[src/rtl/pwm_pkg.sv]
// Shared constants and state encoding for the PWM generator.
package pwm_pkg;

    localparam int PWM_WIDTH      = 8;
    localparam int PWM_RST_PERIOD = 255;
    localparam int PWM_RST_DUTY   = 0;

    typedef enum logic {
        IDLE = 1'b0,
        RUN  = 1'b1
    } pwm_state_e;

endpackage

[src/rtl/pwm_shadow_reg.sv]
// Pending/active double buffer for period and duty.
// Pending values become active only at a period boundary or while idle.
module pwm_shadow_reg
    import pwm_pkg::*;
#(
    parameter int WIDTH      = PWM_WIDTH,
    parameter int RST_PERIOD = PWM_RST_PERIOD,
    parameter int RST_DUTY   = PWM_RST_DUTY
) (
    input  logic             ck,
    input  logic             rst,
    input  logic             i_load,
    input  logic [WIDTH-1:0] i_period,
    input  logic [WIDTH-1:0] i_duty,
    input  logic             i_bound,
    input  logic             i_idle,
    output logic [WIDTH-1:0] o_per_act,
    output logic [WIDTH-1:0] o_duty_act,
    output logic             o_pend,
    output logic             o_ack
);

    logic [WIDTH-1:0] r_pend_per;
    logic [WIDTH-1:0] r_pend_duty;
    logic [WIDTH-1:0] r_per_act;
    logic [WIDTH-1:0] r_duty_act;
    logic             r_pend;
    logic             r_ack;
    logic             w_xfer;

    // A load on the boundary edge itself bypasses straight into active
    assign w_xfer = (i_bound & (r_pend | i_load)) | (i_idle & r_pend);

    always_ff @(posedge ck or posedge rst) begin
        if (rst) begin
            r_pend_per  <= '0;
            r_pend_duty <= '0;
            r_per_act   <= WIDTH'(RST_PERIOD);
            r_duty_act  <= WIDTH'(RST_DUTY);
            r_pend      <= 1'b0;
            r_ack       <= 1'b0;
        end else begin
            r_ack <= w_xfer;
            if (w_xfer) begin
                r_per_act  <= i_load ? i_period : r_pend_per;
                r_duty_act <= i_load ? i_duty   : r_pend_duty;
                r_pend     <= 1'b0;
            end else if (i_load) begin
                r_pend_per  <= i_period;
                r_pend_duty <= i_duty;
                r_pend      <= 1'b1;
            end
        end
    end

    assign o_per_act  = r_per_act;
    assign o_duty_act = r_duty_act;
    assign o_pend     = r_pend;
    assign o_ack      = r_ack;

endmodule

[src/rtl/pwm_gen_core.sv]
// Free-running PWM generator: counter, run/idle FSM and registered compare.
module pwm_gen_core
    import pwm_pkg::*;
#(
    parameter int WIDTH      = PWM_WIDTH,
    parameter int RST_PERIOD = PWM_RST_PERIOD,
    parameter int RST_DUTY   = PWM_RST_DUTY
) (
    input  logic             ck,
    input  logic             rst,
    input  logic             en,
    input  logic [WIDTH-1:0] period_i,
    input  logic [WIDTH-1:0] duty_i,
    input  logic             load,
    output logic             load_ack,
    output logic             pend_o,
    output logic             pwm_raw,
    output logic             cyc_start,
    output logic [WIDTH-1:0] cnt_o
);

    pwm_state_e       r_state;
    pwm_state_e       w_state_nxt;
    logic [WIDTH-1:0] r_cnt;
    logic [WIDTH-1:0] w_cnt_nxt;
    logic             r_pwm;
    logic             r_cyc;
    logic             w_pwm_nxt;
    logic             w_cyc_nxt;
    logic [WIDTH-1:0] w_per_act;
    logic [WIDTH-1:0] w_duty_act;
    logic             w_wrap;
    logic             w_idle;

    assign w_idle = (r_state == IDLE);
    assign w_wrap = (r_state == RUN) && (r_cnt == w_per_act);

    pwm_shadow_reg #(
        .WIDTH      (WIDTH),
        .RST_PERIOD (RST_PERIOD),
        .RST_DUTY   (RST_DUTY)
    ) u_shadow (
        .ck         (ck),
        .rst        (rst),
        .i_load     (load),
        .i_period   (period_i),
        .i_duty     (duty_i),
        .i_bound    (w_wrap),
        .i_idle     (w_idle),
        .o_per_act  (w_per_act),
        .o_duty_act (w_duty_act),
        .o_pend     (pend_o),
        .o_ack      (load_ack)
    );

    always_ff @(posedge ck or posedge rst) begin
        if (rst) begin
            r_state <= IDLE;
        end else begin
            r_state <= w_state_nxt;
        end
    end

    // Leaving RUN zeroes the counter on the same edge
    always_comb begin
        w_state_nxt = en ? RUN : IDLE;
        w_cnt_nxt   = '0;
        w_pwm_nxt   = 1'b0;
        w_cyc_nxt   = 1'b0;
        unique case (r_state)
            IDLE: begin
                w_cnt_nxt = '0;
            end
            RUN: begin
                w_pwm_nxt = (r_cnt < w_duty_act);
                w_cyc_nxt = (r_cnt == '0);
                if (en && !w_wrap) begin
                    w_cnt_nxt = r_cnt + 1'b1;
                end
            end
        endcase
    end

    always_ff @(posedge ck or posedge rst) begin
        if (rst) begin
            r_cnt <= '0;
            r_pwm <= 1'b0;
            r_cyc <= 1'b0;
        end else begin
            r_cnt <= w_cnt_nxt;
            r_pwm <= w_pwm_nxt;
            r_cyc <= w_cyc_nxt;
        end
    end

    assign pwm_raw   = r_pwm;
    assign cyc_start = r_cyc;
    assign cnt_o     = r_cnt;

endmodule

[config.mk]
export PLATFORM = sky130hd
export DESIGN_NAME = pwm_gen_core
export DESIGN_NICKNAME = d
export VERILOG_FILES = /design/src/rtl/pwm_pkg.sv /design/src/rtl/pwm_shadow_reg.sv /design/src/rtl/pwm_gen_core.sv
export SDC_FILE = /design/constraint.sdc
export NUM_CORES = 1
export LEC_CHECK = 0
export CAP_MARGIN = 0
export CORE_MARGIN = 5
export CORE_UTILIZATION = 37
export CTS_CLUSTER_SIZE = 25
export DETAILED_ROUTE_END_ITERATION = 8
export PLACE_DENSITY = 0.63
export SYNTH_ARGS = -nofsm -noshare
export SYNTH_HDL_FRONTEND = slang
export SYNTH_SLANG_ARGS = --single-unit
[constraint.sdc]
create_clock -name ck -period 1.88 [get_ports ck]
set_input_delay 0.376 -clock ck [delete_from_list [all_inputs] [get_ports ck]]
set_output_delay 0.376 -clock ck [all_outputs]
set_load 0.01 [all_outputs]
# == Word-level counts from Yosys, hierarchy flattened ==
# Index checks and enable logic that the tools add are counted.
# totals
ramBits,0
memories,0
latch_bits,0
wordCells,32
inputBits,20
ff_bits,45
romBits,0
# op_classes
n_eq_ne,1
magnitude_cmp,1
multipliers,0
muxes,9
n_shift,0
n_div,0
n_reduce_logical,5
bitwise_logic,5
add_sub_neg,1
# ops
operator,n
two-way mux 8 bit,3
one-hot mux 8 bit (2 select lines),1
adder 8 x 1 -> 8 bit (second input constant),1
== test 8 bit,1
logical NOT 8 bit,1
< comparator 8 bit,1
two-way mux 1 bit,5
AND 1 bit,2
logical AND 1 bit,2
OR 1 bit,2
nonzero test 2 bit,1
logical NOT 1 bit,1
inverter 1 bit,1

# == Longest topological paths before layout ==
# logic_depth
ltp_word,6
mapped_depth,8
depth_no_buf,6

# == Modules after synthesis ==
# A second synthesis with hierarchy kept.
# unflattened
hier_cells,174
area_unflattened_um2,2264.7
# by_module_without_submodules
module,cells_per_inst,seq_area_each_um2,area_each_um2,n_inst
pwm_shadow_reg,96,860.8,1511.4,1
pwm_gen_core,78,275.3,753.2,1

# == Worst setup path after synthesis ==
# OpenSTA, ideal clock, no wires.
# synth_timing
path_kind,reg2reg
start,"register u_shadow.r_per_act[6], in the netlist u_shadow.o_per_act[6]"
end,register u_shadow.r_pend_duty[0]
path_slack_ns,-0.143
arrival_ns,1.898
required_ns,1.755
setup_ns,0.125
path_buffers,3
path_stages_with_launch,9
path_cell_list,dfstp_2 xor2_1 nor4_1 a41o_1 buf_6 or2_1 buf_6 buf_12 mux2_4
# synth_via
elab_chain_len,4
# synth_lines
item,line,text
from (decl),pwm_shadow_reg.sv:25,logic [WIDTH-1:0] r_per_act;
from (signal assigned),pwm_shadow_reg.sv:38,r_per_act <= WIDTH'(RST_PERIOD);
from (signal assigned),pwm_shadow_reg.sv:45,r_per_act <= i_load ? i_period : r_pend_per;
== test 8 bit,pwm_gen_core.sv:36,assign w_wrap = (r_state == RUN) && (r_cnt == w_per_act);
logical AND 1 bit,pwm_gen_core.sv:36,
AND 1 bit,pwm_shadow_reg.sv:32,assign w_xfer = (i_bound & (r_pend | i_load)) | (i_idle & r_pend);
OR 1 bit,pwm_shadow_reg.sv:32,
to (signal assigned),pwm_shadow_reg.sv:50,r_pend_duty <= i_duty;
to (decl),pwm_shadow_reg.sv:24,logic [WIDTH-1:0] r_pend_duty;
# Every way passes these cells.
# A chain may end at the register's enable or synchronous reset.

# == Final worst setup path ==
# layout_timing
start,"register u_shadow.r_per_act[1], in the netlist u_shadow.o_per_act[1]"
end,register u_shadow.r_pend_per[3]
# layout_via
elab_chain_len,4
# layout_lines
item,line,text
== test 8 bit,pwm_gen_core.sv:36,
logical AND 1 bit,pwm_gen_core.sv:36,
AND 1 bit,pwm_shadow_reg.sv:32,
OR 1 bit,pwm_shadow_reg.sv:32,
to (signal assigned),pwm_shadow_reg.sv:49,r_pend_per <= i_period;
to (decl),pwm_shadow_reg.sv:23,logic [WIDTH-1:0] r_pend_per;
# Every way passes these cells.

==> flow_metrics.tcl <==
set metrics [dict create \
    yosysUniqueCellTypes 32 \
    path_max_fanout 8 \
    clock-sinks 45 \
    yosysSeqAreaShare 0.448 \
    startpoint_type "flip-flop" \
    core-area_um2 6720 \
    max_slew_margin 0.819 \
    vias 1934 \
    pre_cts_ws_ps -27.6 \
    synth.ff_latch_count 45 \
    globalplace.congestion 0.788 \
    final_core_util 0.502 \
    avgSynthCellArea_um2 10.4 \
    ant_nets 0 \
    yosys.area.top_type_share 0.365 \
    ioPinCount 32 \
    max_stage_delay_ps 570 \
    rrSetupSlack_ps -4 \
    irDropWorstVdd_mv 0.561 \
    crit_family "flip-flops" \
    r2r_end "u_shadow.r_pend_per[3]$_DFFE_PP0N_" \
    cts_buffer_depth 2 \
    drc_errors 0 \
    finClkSkew_ps 10.9 \
    status "finished, violations left" \
    grt_overflow 0 \
    syn_nets 272 \
    final_max_slew_viol_count 0 \
    final.min_clock_period_ps 1880 \
    die_area_um2 8600 \
    placementRows 30 \
    yosys.area.top_type "dfrtp_1" \
    critPathCaptureType "flip-flop" \
    powerDensity_nw_per_um2 1060 \
    portBuffers 31 \
    layout_setup_ws_ps -4.43 \
    crit_buf_inv 1 \
    drv_cap 0 \
    start_util 0.377 \
    finalNetCount 330 \
    crit_type "flip-flop to flip-flop" \
    synth-warning-count 0 \
    grt_max_degree 46 \
    viasPerCell 5.06 \
    violations "setup timing" \
    critPathArrivalTime_ps 2060 \
    worst_slew_pin_slew_ps 269 \
    rr_startpoint "u_shadow.o_per_act[1]$_DFFE_PP1P_" \
    diodes 0 \
    worstPathRequired_ps 2060 \
    syn_inst 243 \
    drive_gt1_frac 0.252 \
    clock_latency_ps 300 \
    tritoncts "built" \
    hp-class "input port to asynchronous set/reset pin" \
    drtIter0Drc 85 \
    cts-root-buf "clkbuf_8" \
    grt_use_total 0.144 \
    firstDrtPassIters 6 \
    layout_commonest_cell "nor2_1" \
    wl_per_cell_um 15.4 \
    grt_pass1_wl_mm 9.89 \
    fin_crit_sh 1.00 \
    p_leak_nw 1.67 \
    synthToLayoutAreaGrowth_pct 33.2 \
    crit_chain "xor2_2, nor4_2, a41o_1, or2_4, buf_12, mux2_4" \
    wl_mm 5.88 \
    rsz0062_at_grt "true" \
    chipWidth_um 92.8 \
    final_cell_mix "nor2_1, dfrtp_1, mux2i_1, clkdlybuf4s50_1, buf_4" \
    grt_pass1_vias 2019 \
    cts_made_buffers 5 \
    antenna_found_initial 0 \
    syn_area_um2 2530 \
    yosys-top-cells-area "dfrtp_1, mux2i_1, dfstp_2" \
    max_freq_mhz 531 \
    fillCellCount 598 \
    path_clk_slew_ps 90 \
    r2r_cells 6 \
    setup_viol 5 \
    crit_slowest_cell "dfstp_2" \
    die_h_um 92.8 \
    dp_hpwl_mm 4.09 \
    htree_levels 2 \
    final_hold_viol_count 0 \
    cts_hold_buf 0 \
]
worst max path at each step:
stage / slack, ps / depth (start not counted) / startpoint / to
after global placement: 6 / 6 / u_shadow.o_per_act[2]$_DFFE_PP1P_ / u_shadow.r_pend_duty[6]$_DFFE_PP0N_
after global routing: -70 / 6 / u_shadow.o_per_act[1]$_DFFE_PP1P_ / u_shadow.r_pend_duty[2]$_DFFE_PP0N_
final: -4 / 6 / u_shadow.o_per_act[1]$_DFFE_PP1P_ / u_shadow.r_pend_per[3]$_DFFE_PP0N_
after floorplan: -120 / 8 / u_shadow.o_per_act[7]$_DFFE_PP1P_ / u_shadow.r_pend_duty[0]$_DFFE_PP0N_
after detailed placement: -30 / 6 / u_shadow.o_per_act[6]$_DFFE_PP1P_ / u_shadow.r_pend_per[7]$_DFFE_PP0N_
after CTS: -30 / 6 / u_shadow.o_per_act[1]$_DFFE_PP1P_ / u_shadow.r_pend_per[4]$_DFFE_PP0N_
cells by family after synthesis:
logic type | count (synthesis) | share of synthesized area
AND/OR/NAND/NOR | 64 | 0.110
multiplexers | 46 | 0.204
flip-flops | 45 | 0.448
AO/OA/AOI/OAI | 40 | 0.0953
buffers and inverters | 25 | 0.0494
XOR/XNOR | 14 | 0.0484
adder cells (fa/ha/maj) | 9 | 0.0444
cell usage after synthesis:
library cell  instances
nor2_1               41
dfrtp_1              37
mux2i_1              30
a21oi_1              22
inv_1                13
mux2_4               10
clkbuf_1              9
ha_1                  9
xor2_1                9
dfstp_2               8
nand2_1               8
a2bb2oi_1             6
mux2_2                6
o21ai_0               6
xnor2_1               5
and3_1                3
nand3_1               3
nor4_1                3
buf_6                 2
a2111o_1              1
a21boi_0              1
a31oi_1               1
a41o_1                1
and2b_1               1
and4b_1               1
buf_12                1
nand4_1               1
nor2b_1               1
nor3_1                1
o21a_1                1
o22ai_1               1
or2_1                 1
layout make-up:
| class | instances | area, um^2 | area share |
|---|---|---|---|
| clock inverters | 2 | 13.8 | 0.00408 |
| inverters | 13 | 48.8 | 0.0145 |
| flip-flops and latches | 45 | 1140 | 0.337 |
| multi-input cells | 173 | 1370 | 0.406 |
| repair buffers | 63 | 623 | 0.185 |
| well taps | 80 | 100 | 0.0297 |
| clock buffers | 6 | 82.6 | 0.0245 |
metal layers:
layer	part of all wire	global-route usage	vias up	routed length [um]
met5	0	0	-	0
met4	0.014	0.0415	0	82
li1	-	-	943	-
met3	0.033	0.0325	6	197
met2	0.48	0.236	34	2840
met1	0.47	0.190	951	2770
worst register-to-register path: stages (launching register included):
cell	delay [ps]
dfstp_2	570
xor2_2	80
nor4_2	270
a41o_1	230
or2_4	170
buf_12	150
mux2_4	300
sequential cells by signal, summed over array words and instances (netlist names):
register              flops
cnt_o                     8
u_shadow.o_duty_act       8
u_shadow.o_per_act        8
u_shadow.r_pend_duty      8
u_shadow.r_pend_per       8
cyc_start                 1
pwm_raw                   1
r_state                   1
u_shadow.o_ack            1
u_shadow.o_pend           1
metrics by stage:
step	cells	hold WS [ps]	TNS, ps	area [um^2]	total power [mW]
6_report	382	419	-12.2	3370	3.56
4_1_cts	377	433	-419	3290	3.46
3_3_place_gp	367	489	0	3090	2.67
2_1_floorplan	243	407	-1230	2530	2.30
5_1_grt	382	467	-993	3370	3.80
3_5_place_dp	367	492	-158	3090	2.72
report_power, final:
part,total [mW],internal (mW),switching [mW]
sequential,1.52,1.30,0.223
clock,0.639,0.299,0.341
combinational,1.41,0.808,0.598
total,3.56,2.40,1.16
what timing repair did:
| action | in CTS | in global routing |
|---|---|---|
| gates cloned | 1 | 0 |
| pin swaps | 3 | 3 |
| endpoints found under the setup margin | 17 | 23 |
| setup buffers | 1 | 5 |
| gates resized for setup | 15 | 8 |
(Power assumes the default switching activity.)
